--- config.mk ---
export PLATFORM = sky130hd
export DESIGN_NAME = sopc_run_ctrl
export DESIGN_NICKNAME = d
export VERILOG_FILES = /design/src/rtl/sopc_run_ctrl.sv
export SDC_FILE = /design/constraint.sdc
export NUM_CORES = 1
export LEC_CHECK = 0
export ABC_AREA = 1
export BUFFER_PORTS_ARGS = -buffer_cell sky130_fd_sc_hd__buf_2
export CAP_MARGIN = 30
export CORE_MARGIN = 2
export CORE_UTILIZATION = 45
export DETAILED_ROUTE_END_ITERATION = 8
export GPL_TIMING_DRIVEN = 0
export PLACE_DENSITY_LB_ADDON = 0.1
export SYNTH_ARGS = -nofsm -noshare
export SYNTH_HDL_FRONTEND = slang
export SYNTH_SLANG_ARGS = --single-unit
--- constraint.sdc ---
create_clock -name clk -period 2.1 [get_ports clk]
set_input_delay 0.42 -clock clk [delete_from_list [all_inputs] [get_ports clk]]
set_output_delay 0.42 -clock clk [all_outputs]
set_load 0.02 [all_outputs]
--- src/rtl/sopc_run_ctrl.sv ---
// Run controller: holds cores in reset, releases them with an optional stagger,
// runs for a cycle budget (or until halted), then parks in DONE until restarted.
module sopc_run_ctrl #(
  parameter int NUM_CH      = 1,
  parameter int HOLD_CYCLES = 10,
  parameter int STAGGER     = 0,
  parameter int RUN_CYCLES  = 50,
  parameter int STOP_HOLD   = 1,
  parameter int CNT_W       = 32
) (
  input  logic              clk,
  input  logic              rst,
  input  logic              restart_i,
  input  logic              halt_req_i,
  output logic [NUM_CH-1:0] core_rst_o,
  output logic              run_o,
  output logic              done_o,
  output logic [2:0]        state_o,
  output logic [CNT_W-1:0]  cycle_cnt_o
);

  localparam int REL_SPAN = STAGGER * (NUM_CH - 1);
  localparam int SEQ_MAX0 = (HOLD_CYCLES > REL_SPAN) ? HOLD_CYCLES : REL_SPAN;
  localparam int SEQ_MAX  = (SEQ_MAX0 > STOP_HOLD) ? SEQ_MAX0 : STOP_HOLD;
  localparam int SEQ_W    = $clog2(SEQ_MAX + 1);
  localparam bit USE_REL  = (NUM_CH > 1) && (STAGGER > 0);

  typedef enum logic [2:0] {
    ST_HOLD = 3'd0,
    ST_REL  = 3'd1,
    ST_RUN  = 3'd2,
    ST_STOP = 3'd3,
    ST_DONE = 3'd4
  } state_t;

  state_t             state_reg, state_next;
  logic [SEQ_W-1:0]   seq_cnt_reg, seq_cnt_next;
  logic [NUM_CH-1:0]  core_rst_reg, core_rst_next;
  logic               run_reg, run_next;
  logic               done_reg, done_next;
  logic [CNT_W-1:0]   cycle_cnt_reg, cycle_cnt_next;

  logic [SEQ_W:0]     seq_inc;
  logic [CNT_W:0]     cyc_inc;
  logic [CNT_W-1:0]   cyc_sat;
  logic               budget_hit;
  logic [NUM_CH-1:0]  rel_mask;

  // One spare bit keeps the increment from wrapping before the compare.
  assign seq_inc    = {1'b0, seq_cnt_reg} + (SEQ_W + 1)'(1);
  assign cyc_inc    = {1'b0, cycle_cnt_reg} + (CNT_W + 1)'(1);
  assign cyc_sat    = cyc_inc[CNT_W] ? cycle_cnt_reg : cyc_inc[CNT_W-1:0];
  assign budget_hit = (RUN_CYCLES != 0) && (cyc_inc == (CNT_W + 1)'(RUN_CYCLES));

  // Channel gi stays in reset until STAGGER*gi edges after channel 0 let go.
  for (genvar gi = 0; gi < NUM_CH; gi++) begin : g_rel
    assign rel_mask[gi] = seq_inc < (SEQ_W + 1)'(STAGGER * gi);
  end

  always_comb begin
    state_next     = state_reg;
    seq_cnt_next   = seq_cnt_reg;
    core_rst_next  = core_rst_reg;
    run_next       = run_reg;
    done_next      = 1'b0;
    cycle_cnt_next = cycle_cnt_reg;

    if (restart_i) begin
      state_next     = ST_HOLD;
      seq_cnt_next   = '0;
      core_rst_next  = '1;
      run_next       = 1'b0;
      cycle_cnt_next = '0;
    end else begin
      case (state_reg)
        ST_HOLD: begin
          if (seq_inc == (SEQ_W + 1)'(HOLD_CYCLES)) begin
            seq_cnt_next = '0;
            if (USE_REL) begin
              state_next    = ST_REL;
              core_rst_next = ~NUM_CH'(1);
            end else begin
              state_next     = ST_RUN;
              core_rst_next  = '0;
              run_next       = 1'b1;
              cycle_cnt_next = '0;
            end
          end else begin
            seq_cnt_next = seq_inc[SEQ_W-1:0];
          end
        end
        ST_REL: begin
          core_rst_next = core_rst_reg & rel_mask;
          if (seq_inc == (SEQ_W + 1)'(REL_SPAN)) begin
            state_next     = ST_RUN;
            seq_cnt_next   = '0;
            run_next       = 1'b1;
            cycle_cnt_next = '0;
          end else begin
            seq_cnt_next = seq_inc[SEQ_W-1:0];
          end
        end
        ST_RUN: begin
          cycle_cnt_next = cyc_sat;
          if (budget_hit || halt_req_i) begin
            state_next    = ST_STOP;
            seq_cnt_next  = '0;
            core_rst_next = '1;
            run_next      = 1'b0;
          end
        end
        ST_STOP: begin
          if (seq_inc == (SEQ_W + 1)'(STOP_HOLD)) begin
            state_next   = ST_DONE;
            seq_cnt_next = '0;
            done_next    = 1'b1;
          end else begin
            seq_cnt_next = seq_inc[SEQ_W-1:0];
          end
        end
        ST_DONE: begin
          state_next = ST_DONE;
        end
        default: begin
          state_next    = ST_HOLD;
          seq_cnt_next  = '0;
          core_rst_next = '1;
          run_next      = 1'b0;
        end
      endcase
    end
  end

  always_ff @(posedge clk or negedge rst) begin
    if (!rst) begin
      state_reg     <= ST_HOLD;
      seq_cnt_reg   <= '0;
      core_rst_reg  <= '1;
      run_reg       <= 1'b0;
      done_reg      <= 1'b0;
      cycle_cnt_reg <= '0;
    end else begin
      state_reg     <= state_next;
      seq_cnt_reg   <= seq_cnt_next;
      core_rst_reg  <= core_rst_next;
      run_reg       <= run_next;
      done_reg      <= done_next;
      cycle_cnt_reg <= cycle_cnt_next;
    end
  end

  assign core_rst_o  = core_rst_reg;
  assign run_o       = run_reg;
  assign done_o      = done_reg;
  assign state_o     = state_reg;
  assign cycle_cnt_o = cycle_cnt_reg;

endmodule

Word level (Yosys, flattened, before mapping) --
Index checks and enable logic that the tools add are counted.
Cells by class: $add $sub $neg 2, $lt $le $gt $ge 1, equal/unequal tests 14, muxes and demuxes 29, bitwise operators 1, reductions and logical operators 10
Operators with widths (number):
- 32-bit two-way mux | 4
- 32-bit one-hot mux with 3 select lines | 1
- 32-bit by 1-bit adder with 33-bit output (second input constant) | 1
- 33-bit by 6-bit equality test with 1-bit output (second input constant) | 1
- 4-bit two-way mux | 5
- 4-bit one-hot mux with 5 select lines | 1
- 3-bit two-way mux | 5
- 3-bit inequality test (second input constant) | 5
- 3-bit one-hot mux with 5 select lines | 1
- 4-bit AND reduction | 3
- 1-bit two-way mux | 10
- 1-bit one-hot mux with 4 select lines | 2
- 3-bit by 2-bit equality test with 1-bit output (second input constant) | 2
- 4-bit by 1-bit adder with 5-bit output (second input constant) | 1
- 5-bit by 1-bit equality test with 1-bit output (second input constant) | 1
- 5-bit by 4-bit equality test with 1-bit output (second input constant) | 1
- 5-bit zero test | 1
- 5-bit by 1-bit < comparator with 1-bit output (second input constant) | 1
- 4-bit nonzero test | 1
- 3-bit by 1-bit equality test with 1-bit output (second input constant) | 1
- 3-bit equality test (second input constant) | 1
- 3-bit zero test | 1
- 3-bit AND reduction | 1
- 2-bit by 1-bit inequality test with 1-bit output (second input constant) | 1
- other kinds (5) | 5
Storage, ports and cells: flip-flop bits (word level) 42, output and inout port bits 38, word-level logic and storage cells 63

Longest topological paths before layout --
Gate-level depths: netlist (run 1).
depth after elaboration 6, depth in mapped cells 16, depth with buffers taken out 16

Least setup slack after synthesis (run 1) --
Ideal clock, no wire load.
kind flip-flop to flip-flop, start point register cycle_cnt_reg[1] (netlist: cycle_cnt_o[1]), end point register run_reg (netlist: run_o), library setup time 118 ps, arrival 2019 ps, data required time 1982 ps, setup slack -37 ps, cell stages (with the launch flop) 17, path buffers 0, period minus slack after synthesis 2137 ps, path through dfrtp_1 ha_1 nand2_1 nor2_4 nand2_2 nor2_4 nand2_1 nand2_1 nand2_1 nor2_1 nand2_1 nor2_1 nand3_2 nand2_4 nand3_1 nand2_1 nand2_1
Between the ends: word-level cells in the longest chain between the ends 5
RTL lines:
- start, declared | RTL line 41 | logic [CNT_W-1:0] cycle_cnt_reg, cycle_cnt_next;
- start signal, assigned | RTL line 148 | cycle_cnt_reg <= cycle_cnt_next;
- 32-bit by 1-bit adder with 33-bit output | RTL line 51 | assign cyc_inc = {1'b0, cycle_cnt_reg} + (CNT_W + 1)'(1);
- 33-bit by 6-bit equality test with 1-bit output | RTL line 53 | assign budget_hit = (RUN_CYCLES != 0) && (cyc_inc == (CNT_W + 1)'(RUN_CYCLES));
- 1-bit logical OR | RTL line 105 | if (budget_hit || halt_req_i) begin
- 3-bit inequality test (no line)
- 4-bit AND reduction (no line)
- end signal, assigned | RTL line 146 | run_reg <= run_next;
- end, declared | RTL line 39 | logic run_reg, run_next;
Every way passes these cells. A chain may end at the register's enable or synchronous reset.

Worst setup path in the final report (run 1) --
Same ends and word-level chain as after synthesis.

==> key figures, run 1 <==
Timing
  – Final slew viol count: 0
  – RSZ-0062 raised after global routing: true
  – Fmax: 465.3 MHz
  – # setup viols final: 9
  – Hold Fails Final Rpt: 0
  – Worst Setup Slack, final: -0.04910 ns
  – Final Cycle Share: 1.023
  – Rel. slew slack: 0.5674
  – Worst slew pin tran: 0.6421 ns
  – Minimum clock period: 2.149 ns
  – Final Skew: 0.004905 ns

Power
  – Sequential share of power: 0.405
  – Static leakage: 1.770 nW
  – Logic pwr share: 0.355
  – Psw: 0.9073 mW
  – Clock group share of total power: 0.240
  – Sw frac: 0.3887
  – Max rail drop VDD: 0.5386 mV
  – Power density cells: 631.5 nW/um2
  – Internal power: 1.427 mW

Clock network
  – CTS sink count: 42
  – Clock slew at reported path FFs: 0.08 ns
  – H-tree levels: 2
  – CTS Buf Count: 5
  – Clk_lat worst skew: 0.30 ns
  – Clock tree from TritonCTS: done
  – CTS root buffer: clkbuf_8
  – CTS max path bufs: 2
  – Hold buffers post-CTS: 0

Placed design
  – Placed Area: 3287 um2
  – Detail Placement HPWL: 6130 um
  – GP Congestion: 0.9221
  – Port buffer count: 41

Yosys
  – Synth top area cells: dfrtp_1, nand2_1, nor2_1
  – Share of the synthesized area in the top cell type: 0.3440
  – Synthesis Warnings: 0
  – Yosys reg bits: 42
  – Post-synthesis sequential area ratio: 0.3528
  – Synthesized area per cell: 6.374 um2
  – Syn Nets: 477
  – Synth Cell Area: 2983 um2
  – Async set-reset flop share out of synthesis: 1.000
  – Synth area leader: dfrtp_1
  – Post-synth EDFFs: 0
  – Netlist cell types: 28
  – Ys flop type: dfrtp_1
  – Syn Inst Count: 468

Status
  – Status: finished with violations
  – Failing checks: setup timing

Finish
  – Antenna Cells: 0
  – Final instance area: 3696 um2
  – Filler instances: 618
  – Register area: 1064 um2
  – Layout cell share with drive strength beyond 1: 0.2655
  – Final nets: 539
  – Final core utilization: 0.5788
  – Largest register FFs: 32
  – Most common cell after layout, fill and taps aside: nand2_1
  – Commonest cells after routing, fill and taps aside: nand2_1, nor2_1, inv_1
  – Area Overhead vs Synth: 23.91%
  – Multi-input logic area: 1882 um2

Global route
  – GRT busiest layer: met2
  – Grt total ovfl: 0
  – Pin count of the biggest net entering global routing: 43
  – GR Layer Usage met1: 0.3208
  – Total GRT Usage: 0.2393
  – Met2 Use GR: 0.3942
  – Initial antenna violation count: 0
  – First-pass GRT wire length: 13990 um
  – M3 GR Usage: 0.04086
  – Number of global-route vias before repair: 3017

Routing
  – Drt pass-1 iters: 5
  – DRT antenna net count: 0
  – DR iter-0 viols: 224
  – Wire per inst: 13.71 um
  – Detailed Route WL: 8337 um
  – # DRC: 0
  – Via/cell ratio: 5.275
  – Via count: 3207

Critical path
  – CP Data Required Time: 2.29 ns
  – CP Class: reg -> reg
  – Worst setup startpoint: cycle_cnt_o[1]
  – Max FO, Critical Path: 7
  – WP data arrival: 2.34 ns
  – Worst Setup Start Kind: flip-flop
  – Worst r2r src: cycle_cnt_o[1]
  – Setup crit end kind: flip-flop

Die
  – Boundary Pins: 42
  – Initial Util: 0.4671
  – Die H: 85.42 um
  – Die X: 85.42 um
  – Die area: 7296 um2
  – Num rows: 29
  – Core Footprint: 6386 um2

Job
  – Max-cap viol count: 0

Worst hold path
  – HP Class: in -> async
critical path, cell delays in order (launching register included):
cell     delay, ns
dfrtp_2       0.40
ha_4          0.15
nand2_4       0.05
nor2_4        0.20
nand2_2       0.11
nor2_4        0.21
nand2_1       0.09
nand2_2       0.09
nand2_1       0.05
nor2_1        0.08
nand2_1       0.07
nor2_2        0.11
nand3_2       0.10
nand2_4       0.13
nand3_2       0.07
nand2_1       0.08
nand2_1       0.04
synthesized netlist by cell type (2+ instances only):
| cell type | n |
|---|---|
| nand2_1 | 182 |
| nor2_1 | 65 |
| inv_1 | 47 |
| dfrtp_1 | 41 |
| nand3_1 | 37 |
| o21ai_0 | 25 |
| nand3b_1 | 10 |
| nand4_1 | 10 |
| nand2_2 | 8 |
| nor2_2 | 8 |
| ha_1 | 5 |
| nor2_4 | 5 |
| buf_2 | 4 |
| xor2_1 | 4 |
| clkbuf_1 | 2 |
| o22ai_1 | 2 |
| o31ai_1 | 2 |
kinds of logic after synthesis:
logic type	Yosys count	share of synthesized area
buf+inv	55	0.07089
compound gates	34	0.06334
flops	42	0.3528
fa+ha+maj	5	0.02097
simple gates	328	0.4803
xor+xnor	4	0.01174
final cells by class:
type                       count  share of cell area
buffer                         6             0.01049
sequential                    42              0.2877
tap                           77             0.02607
timing repair buffer          55             0.09140
clock buffer                   7             0.02336
inverter                      49             0.05044
multi-input combinational    371              0.5091
clock inverter                 1            0.001354
power groups by stage:
stage               clock, mW  combinational, mW  sequential [mW]
floorplan                   0              0.417             1.01
global placement            0              0.672            0.961
detailed placement          0              0.683            0.962
CTS                     0.576              0.744            0.945
global route            0.607              0.915            0.956
finish                  0.560              0.828            0.946
repair_timing:
action,4_1_cts,5_1_grt
resized for setup,25,42
buffers inserted,8,5
setup endpoints to repair,41,41
cloned,0,0
pin swaps,20,25
metal layers:
metal	up-vias	part of all wire
li1	1609	-
met1	1494	0.46
met2	93	0.48
met3	11	0.046
met4	0	0.012
met5	-	0
stage by stage:
step / std cells / power [mW] / hold slack, ns / setup WS, ns / setup TNS, ns
final: 608 / 2.334 / 0.06992 / -0.04910 / -0.3105
after floorplan: 468 / 1.424 / 0.1244 / 0.05282 / 0
after detailed placement: 586 / 1.646 / 0.4559 / -0.2086 / -5.618
after global placement: 586 / 1.633 / 0.4524 / -0.1991 / -5.392
after global routing: 608 / 2.478 / 0.1046 / -0.1979 / -2.524
after CTS: 602 / 2.265 / 0.2998 / -0.05293 / -0.2236
final timing paths:
check                                 end  slack (ns)  cells after the start
setup / recovery                    run_o       -0.05                     16
hold reg to reg                core_rst_o        0.47                      2
hold / removal             cycle_cnt_o[8]        0.07                      1
setup reg to reg                    run_o       -0.05                     16
min in group clk               state_o[1]        0.41                      2
max in group asynchronous      core_rst_o        1.46                      2
Note: power is estimated with default switching activity, not from simulation.
==> inputs of run 2 (changes only) <==
Settings changed: CORE_UTILIZATION 45 to 40.
==> run 2 against run 1 <==
  * The flow still finishes with violations (setup timing)
  * Power up 4.7%
  * Critical endpoint is now seq_cnt_reg[0]
  * Worst setup slack worse by 0.060 ns
  * Sequential power about the same
  * Register-to-register slack worse by 0.06 ns
  * Sequential cell count unchanged
  * Final cell count up 3.8%
  * Clock-buffer cell count up 1
  * Worst hold slack worse by 0.070 ns
==> key figures, run 2 (same netlist as run 1, synthesis figures left out) <==
Clock network
  – CTS Buf Count: 5 (unchanged)
  – Clk_lat worst skew: 0.30 ns (about the same)
  – Hold buffers post-CTS: 0 (unchanged)
  – Clock slew at reported path FFs: 0.09 ns (about the same)
  – CTS root buffer: clkbuf_8
  – CTS max path bufs: 2 (unchanged)
  – H-tree levels: 2 (unchanged)
  – CTS sink count: 42 (unchanged)
  – Clock tree from TritonCTS: done

Placed design
  – GP Congestion: 0.8763 (-5.0%)
  – Pre-CTS setup slack: -0.2546 ns (-0.04603 ns)
  – Port buffer count: 41 (unchanged)
  – Detail Placement HPWL: 6365 um (+3.8%)

Worst hold path
  – HP Class: in -> async

Global route
  – Met2 Use GR: 0.3665 (-0.02763)
  – Initial antenna violation count: 0 (unchanged)
  – Grt total ovfl: 0 (unchanged)
  – GRT busiest layer: met2
  – Number of global-route vias before repair: 2954 (-2.1%)
  – GR Layer Usage met1: 0.2799 (-0.04082)
  – Pin count of the biggest net entering global routing: 31 (-28%)
  – First-pass GRT wire length: 14190 um (+1.4%)
  – Total GRT Usage: 0.2119 (-0.02734)
  – M3 GR Usage: 0.03255 (-0.008302)

Timing
  – Hold Slack: 0.0003802 ns (-0.06954 ns)
  – Worst Setup Slack, final: -0.1090 ns (-0.05988 ns)
  – RSZ-0062 raised after global routing: true
  – Fmax: 452.7 MHz (-2.7%)
  – Final Cycle Share: 1.052 (+0.02852)
  – # setup viols final: 9 (unchanged)
  – Hold Fails Final Rpt: 0 (unchanged)
  – Final slew viol count: 0 (unchanged)
  – Minimum clock period: 2.209 ns (+0.05988 ns)
  – Rel. slew slack: 0.5877 (+0.02027)
  – Final Skew: 0.01164 ns (+0.006736 ns)
  – Worst slew pin tran: 0.6120 ns (-0.03009 ns)

Power
  – Sequential share of power: 0.387 (-0.018)
  – Max rail drop VDD: 0.3864 mV (-28%)
  – Static leakage: 1.757 nW (-0.75%)
  – Internal power: 1.500 mW (+5.1%)
  – Logic pwr share: 0.380 (+0.025)
  – Power density cells: 657.0 nW/um2 (+4.0%)
  – Psw: 0.9450 mW (+4.1%)
  – Sw frac: 0.3866 (-0.002168)
  – Clock group share of total power: 0.234 (-0.006)

Critical path
  – Max incr delay on CP: 0.42 ns (+0.02 ns)
  – CP Data Required Time: 2.29 ns (about the same)
  – CP Class: reg -> reg
  – Delay-heaviest family, CP: simple AND/OR/NAND/NOR gates
  – Worst Setup Start Kind: flip-flop
  – Max FO, Critical Path: 7 (unchanged)
  – CP cell instances: ha_4 -> nand2_2 -> nor2_4 -> nand2_2 -> nor2_4 -> nand2_1 -> nand2_2 -> nand2_1 -> nor2_1 -> nand2_1 -> nor2_2 -> nand3_2 -> nand2_4 -> nand2_4 -> nand2_1 -> nand2_1
  – Reg2reg path depth: 16 (unchanged)
  – WP data arrival: 2.40 ns (+0.06 ns)
  – Crit-path slowest cell: dfrtp_2
  – Buf/Inv on CP: 0 (unchanged)
  – Number of cells on the critical path: 16 (unchanged)
  – Setup crit end kind: flip-flop
  – Top cell by count, worst path: nand2_1

Routing
  – Via count: 3175 (-1.0%)
  – DR iter-0 viols: 170 (-24%)
  – Detailed Route WL: 8669 um (+4.0%)
  – Wire per inst: 13.74 um (+0.19%)
  – Drt pass-1 iters: 4 (-1)
  – DRT antenna net count: 0 (unchanged)
  – # DRC: 0 (unchanged)
  – Via/cell ratio: 5.032 (-4.6%)

Die
  – Die X: 90.36 um (+5.8%)
  – Core Footprint: 7253 um2 (+14%)
  – Die area: 8164 um2 (+12%)
  – Initial Util: 0.4112 (-0.05584)
  – Boundary Pins: 42 (unchanged)
  – Num rows: 31 (+6.9%)
  – Die H: 90.36 um (+5.8%)

Finish
  – Antenna Cells: 0 (unchanged)
  – Most common cell after layout, fill and taps aside: nand2_1
  – Final nets: 540 (+0.19%)
  – Layout cell share with drive strength beyond 1: 0.2331 (-0.03245)
  – Commonest cells after routing, fill and taps aside: nand2_1, nor2_1, inv_1
  – Area Overhead vs Synth: 24.75%
  – Largest register FFs: 32 (unchanged)

Job
  – Max-cap viol count: 0 (unchanged)

Status
  – Status: finished with violations
  – Failing checks: setup timing
[run 2: cell types whose count changed in the layout (fill, tap and decap cells not counted), moves of 3 or more]
cell,change
buf_4,-3
nand2_1,+9
dfrtp_2,-6
nor2_2,-3
o21ai_1,+4
nor2_1,+4
dfrtp_1,+6
nand2_2,-7
o21ai_0,-6
buf_6,+3
[run 2: layer usage]
layer  vias to the layer above  wire length [um]
met5                         -                 0
met4                         0               115
met3                        10               350
met2                        65              4210
met1                      1486              3993
li1                       1614                 -
[run 2: final timing paths]
check | slack, ns | end | startpoint
setup reg to reg | -0.11 | seq_cnt_reg[0] | cycle_cnt_o[1]
max in group asynchronous | 1.54 | core_rst_o | rst
setup / recovery | -0.11 | seq_cnt_reg[0] | cycle_cnt_o[1]
hold / removal | 0.0004 | cycle_cnt_o[6] | rst
min in group clk | 0.42 | state_o[1] | restart_i
hold reg to reg | 0.47 | core_rst_o | core_rst_o
[run 2: power by group through the flow]
| stage | clock (mW) | combinational, mW | sequential, mW |
|---|---|---|---|
| floorplan | 0 | 0.417 | 1.01 |
| global placement | 0 | 0.685 | 0.964 |
| detailed placement | 0 | 0.696 | 0.961 |
| CTS | 0.583 | 0.783 | 0.944 |
| global route | 0.616 | 1.01 | 0.955 |
| finish | 0.571 | 0.928 | 0.945 |
[run 2: timing repair]
| item | 4_1_cts | 5_1_grt |
|---|---|---|
| gates cloned | 0 | 2 |
| pin swaps | 7 | 17 |
| gates resized for setup | 21 | 39 |
| setup buffers | 6 | 6 |
| setup endpoints to repair | 41 | 41 |
| hold endpoints to repair | 0 | 0 |
[run 2: metrics by stage]
step           total power [mW]  cells    util  TNS [ns]  area, um2
6_report                  2.445    631  0.5130   -0.7490       3721
5_1_grt                   2.583    631  0.5130    -4.452       3721
4_1_cts                   2.309    623  0.4877   -0.8678       3537
3_5_place_dp              1.657    609  0.4597    -8.044       3334
3_3_place_gp              1.649    608  0.4570    -6.454       3314
2_1_floorplan             1.424    468       -         0       2985
[run 2: cell type report]
type / instances / area, um2
fill: 769 / 3532
buffer: 6 / 56.30
timing repair buffer: 56 / 359.1
inverter: 49 / 186.4
sequential: 42 / 1056
tap: 99 / 123.9
multi-input combinational: 371 / 1849
clock buffer: 8 / 90.09
==> inputs of run 3 (changes only) <==
Clock period 2.1 ns to 2.75 ns, I/O delays scaled along.
==> run 3 against run 2 <==
  * The flow now finishes without violations
  * Non-clock buffer count down 14
  * Register-to-register slack better by 0.47 ns
  * Sequential cell count unchanged
  * Via count decreased by 3.4%
  * Worst hold slack gained 0.18 ns
  * Critical path type unchanged
==> key figures, run 3 (same netlist as run 1, synthesis figures left out) <==
Status
  – Status: finished clean

Routing
  – Via count: 3068 (-3.4%)
  – Via/cell ratio: 4.972 (-1.2%)
  – DR iter-0 viols: 180 (+5.9%)
  – Wire per inst: 13.11 um (-4.6%)
  – Detailed Route WL: 8090 um (-6.7%)
  – DRT antenna net count: 0 (unchanged)
  – Drt pass-1 iters: 4 (unchanged)
  – # DRC: 0 (unchanged)

Die
  – Die X: 90.36 um (unchanged)
  – Initial Util: 0.4112 (unchanged)
  – Boundary Pins: 42 (unchanged)
  – Die H: 90.36 um (unchanged)
  – Num rows: 31 (unchanged)
  – Die area: 8164 um2 (unchanged)
  – Core Footprint: 7253 um2 (unchanged)

Finish
  – Antenna Cells: 0 (unchanged)
  – Final nets: 526 (-2.6%)
  – Multi-input logic area: 1719 um2 (-7.0%)
  – Final instance area: 3415 um2 (-8.2%)
  – Most common cell after layout, fill and taps aside: nand2_1
  – Register area: 1052 um2 (-0.36%)
  – Filler instances: 788 (+2.5%)
  – Commonest cells after routing, fill and taps aside: nand2_1, nor2_1, inv_1
  – Layout cell share with drive strength beyond 1: 0.1525 (-0.08057)
  – Largest register FFs: 32 (unchanged)
  – Area Overhead vs Synth: 14.47%
  – Final core utilization: 0.4708 (-0.04226)

Timing
  – Fmax: 419.2 MHz (-7.4%)
  – RSZ-0062 raised after global routing: false
  – Final Cycle Share: 0.8674 (-0.1845)
  – Final Skew: 0.007298 ns (-0.004342 ns)
  – Worst slew pin tran: 0.5418 ns (-0.07020 ns)
  – # setup viols final: 0 (-9)
  – Setup tns final: 0 ns (+0.7490 ns)
  – Final slew viol count: 0 (unchanged)
  – Rel. slew slack: 0.6350 (+0.04729)
  – Hold Slack: 0.1821 ns (+0.1818 ns)
  – Minimum clock period: 2.385 ns (+0.1764 ns)
  – Hold Fails Final Rpt: 0 (unchanged)

Worst hold path
  – HP Class: in -> async

Critical path
  – Setup crit end kind: flip-flop
  – Max incr delay on CP: 0.43 ns (about the same)
  – CP Data Required Time: 2.95 ns (+0.66 ns)
  – WP data arrival: 2.58 ns (+0.18 ns)
  – CP cell instances: ha_1 -> nand2_1 -> nor2_4 -> nand2_2 -> nor2_4 -> nand2_1 -> nand2_1 -> nand2_1 -> nor2_1 -> nand2_1 -> nor2_1 -> nand3_2 -> nand2_4 -> nand2_2 -> nand2_1 -> nand2_1
  – Crit-path slowest cell: dfrtp_1
  – Buf/Inv on CP: 0 (unchanged)
  – Top cell by count, worst path: nand2_1
  – Worst Setup Start Kind: flip-flop
  – Delay-heaviest family, CP: simple AND/OR/NAND/NOR gates
  – CP Class: reg -> reg
  – Max FO, Critical Path: 7 (unchanged)

Clock network
  – CTS sink count: 42 (unchanged)
  – Clock slew at reported path FFs: 0.09 ns (about the same)
  – Hold buffers post-CTS: 0 (unchanged)
  – CTS root buffer: clkbuf_8
  – Clock tree from TritonCTS: done
  – CTS Buf Count: 5 (unchanged)
  – Post-CTS Setup Inserts: 0 (-6)
  – H-tree levels: 2 (unchanged)
  – Clk_lat worst skew: 0.30 ns (about the same)
  – CTS max path bufs: 2 (unchanged)
  – Post-CTS Resized: 0 (-100%)

Global route
  – Pin count of the biggest net entering global routing: 26 (-16%)
  – Number of global-route vias before repair: 2882 (-2.4%)
  – Grt total ovfl: 0 (unchanged)
  – Initial antenna violation count: 0 (unchanged)
  – Total GRT Usage: 0.2063 (-0.005649)
  – First-pass GRT wire length: 13760 um (-3.0%)

Placed design
  – Detail Placement HPWL: 6290 um (-1.2%)
  – Placed Area: 3332 um2 (about the same)
  – GP Congestion: 0.8791 (+0.32%)
  – Port buffer count: 41 (unchanged)

Power
  – Static leakage: 1.648 nW (-6.2%)
  – Max rail drop VDD: 0.2820 mV (-27%)
  – Power density cells: 484.1 nW/um2 (-26%)
  – Total design power: 1.653 mW (-32%)

Job
  – Max-cap viol count: 0 (unchanged)
[run 3: final timing paths]
kind | from | endpoint | slack [ns] | depth (start not counted)
min reg2reg | core_rst_o | core_rst_o | 0.47 | 2
max in group asynchronous | rst | core_rst_o | 2.01 | 2
min | rst | cycle_cnt_o[8] | 0.18 | 1
min in group clk | core_rst_o | core_rst_o | 0.47 | 2
max | cycle_cnt_o[1] | seq_cnt_reg[2] | 0.36 | 16
max reg2reg | cycle_cnt_o[1] | seq_cnt_reg[2] | 0.36 | 16
[run 3: layer usage]
layer / wire [um] / part of all wire / vias up / GRT usage
met2: 3755 / 0.46 / 79 / 0.3396
met4: 127 / 0.016 / 0 / 0.06923
met1: 3871 / 0.48 / 1397 / 0.2799
met5: 0 / 0 / - / 0
li1: - / - / 1582 / -
met3: 336 / 0.042 / 10 / 0.02755
[run 3: final cells by class]
type,count,area share
Buffer,6,0.008062
Clock buffer,6,0.02125
Clock inverter,2,0.002931
Inverter,49,0.05387
Multi-Input combinational cell,371,0.5035
Sequential cell,42,0.3082
Tap cell,99,0.03628
Timing Repair Buffer,42,0.06596
[run 3: power by group]
group          switching [mW]  internal (mW)
clock                   0.224          0.177
sequential             0.0519          0.671
combinational           0.382          0.147
total                   0.658          0.995
[run 3: per-stage QoR]
stage,setup slack (ns),instances
floorplan,0.6133,468
global placement,0.3704,608
detailed placement,0.3694,609
CTS,0.3553,617
global route,0.1292,617
finish,0.3646,617
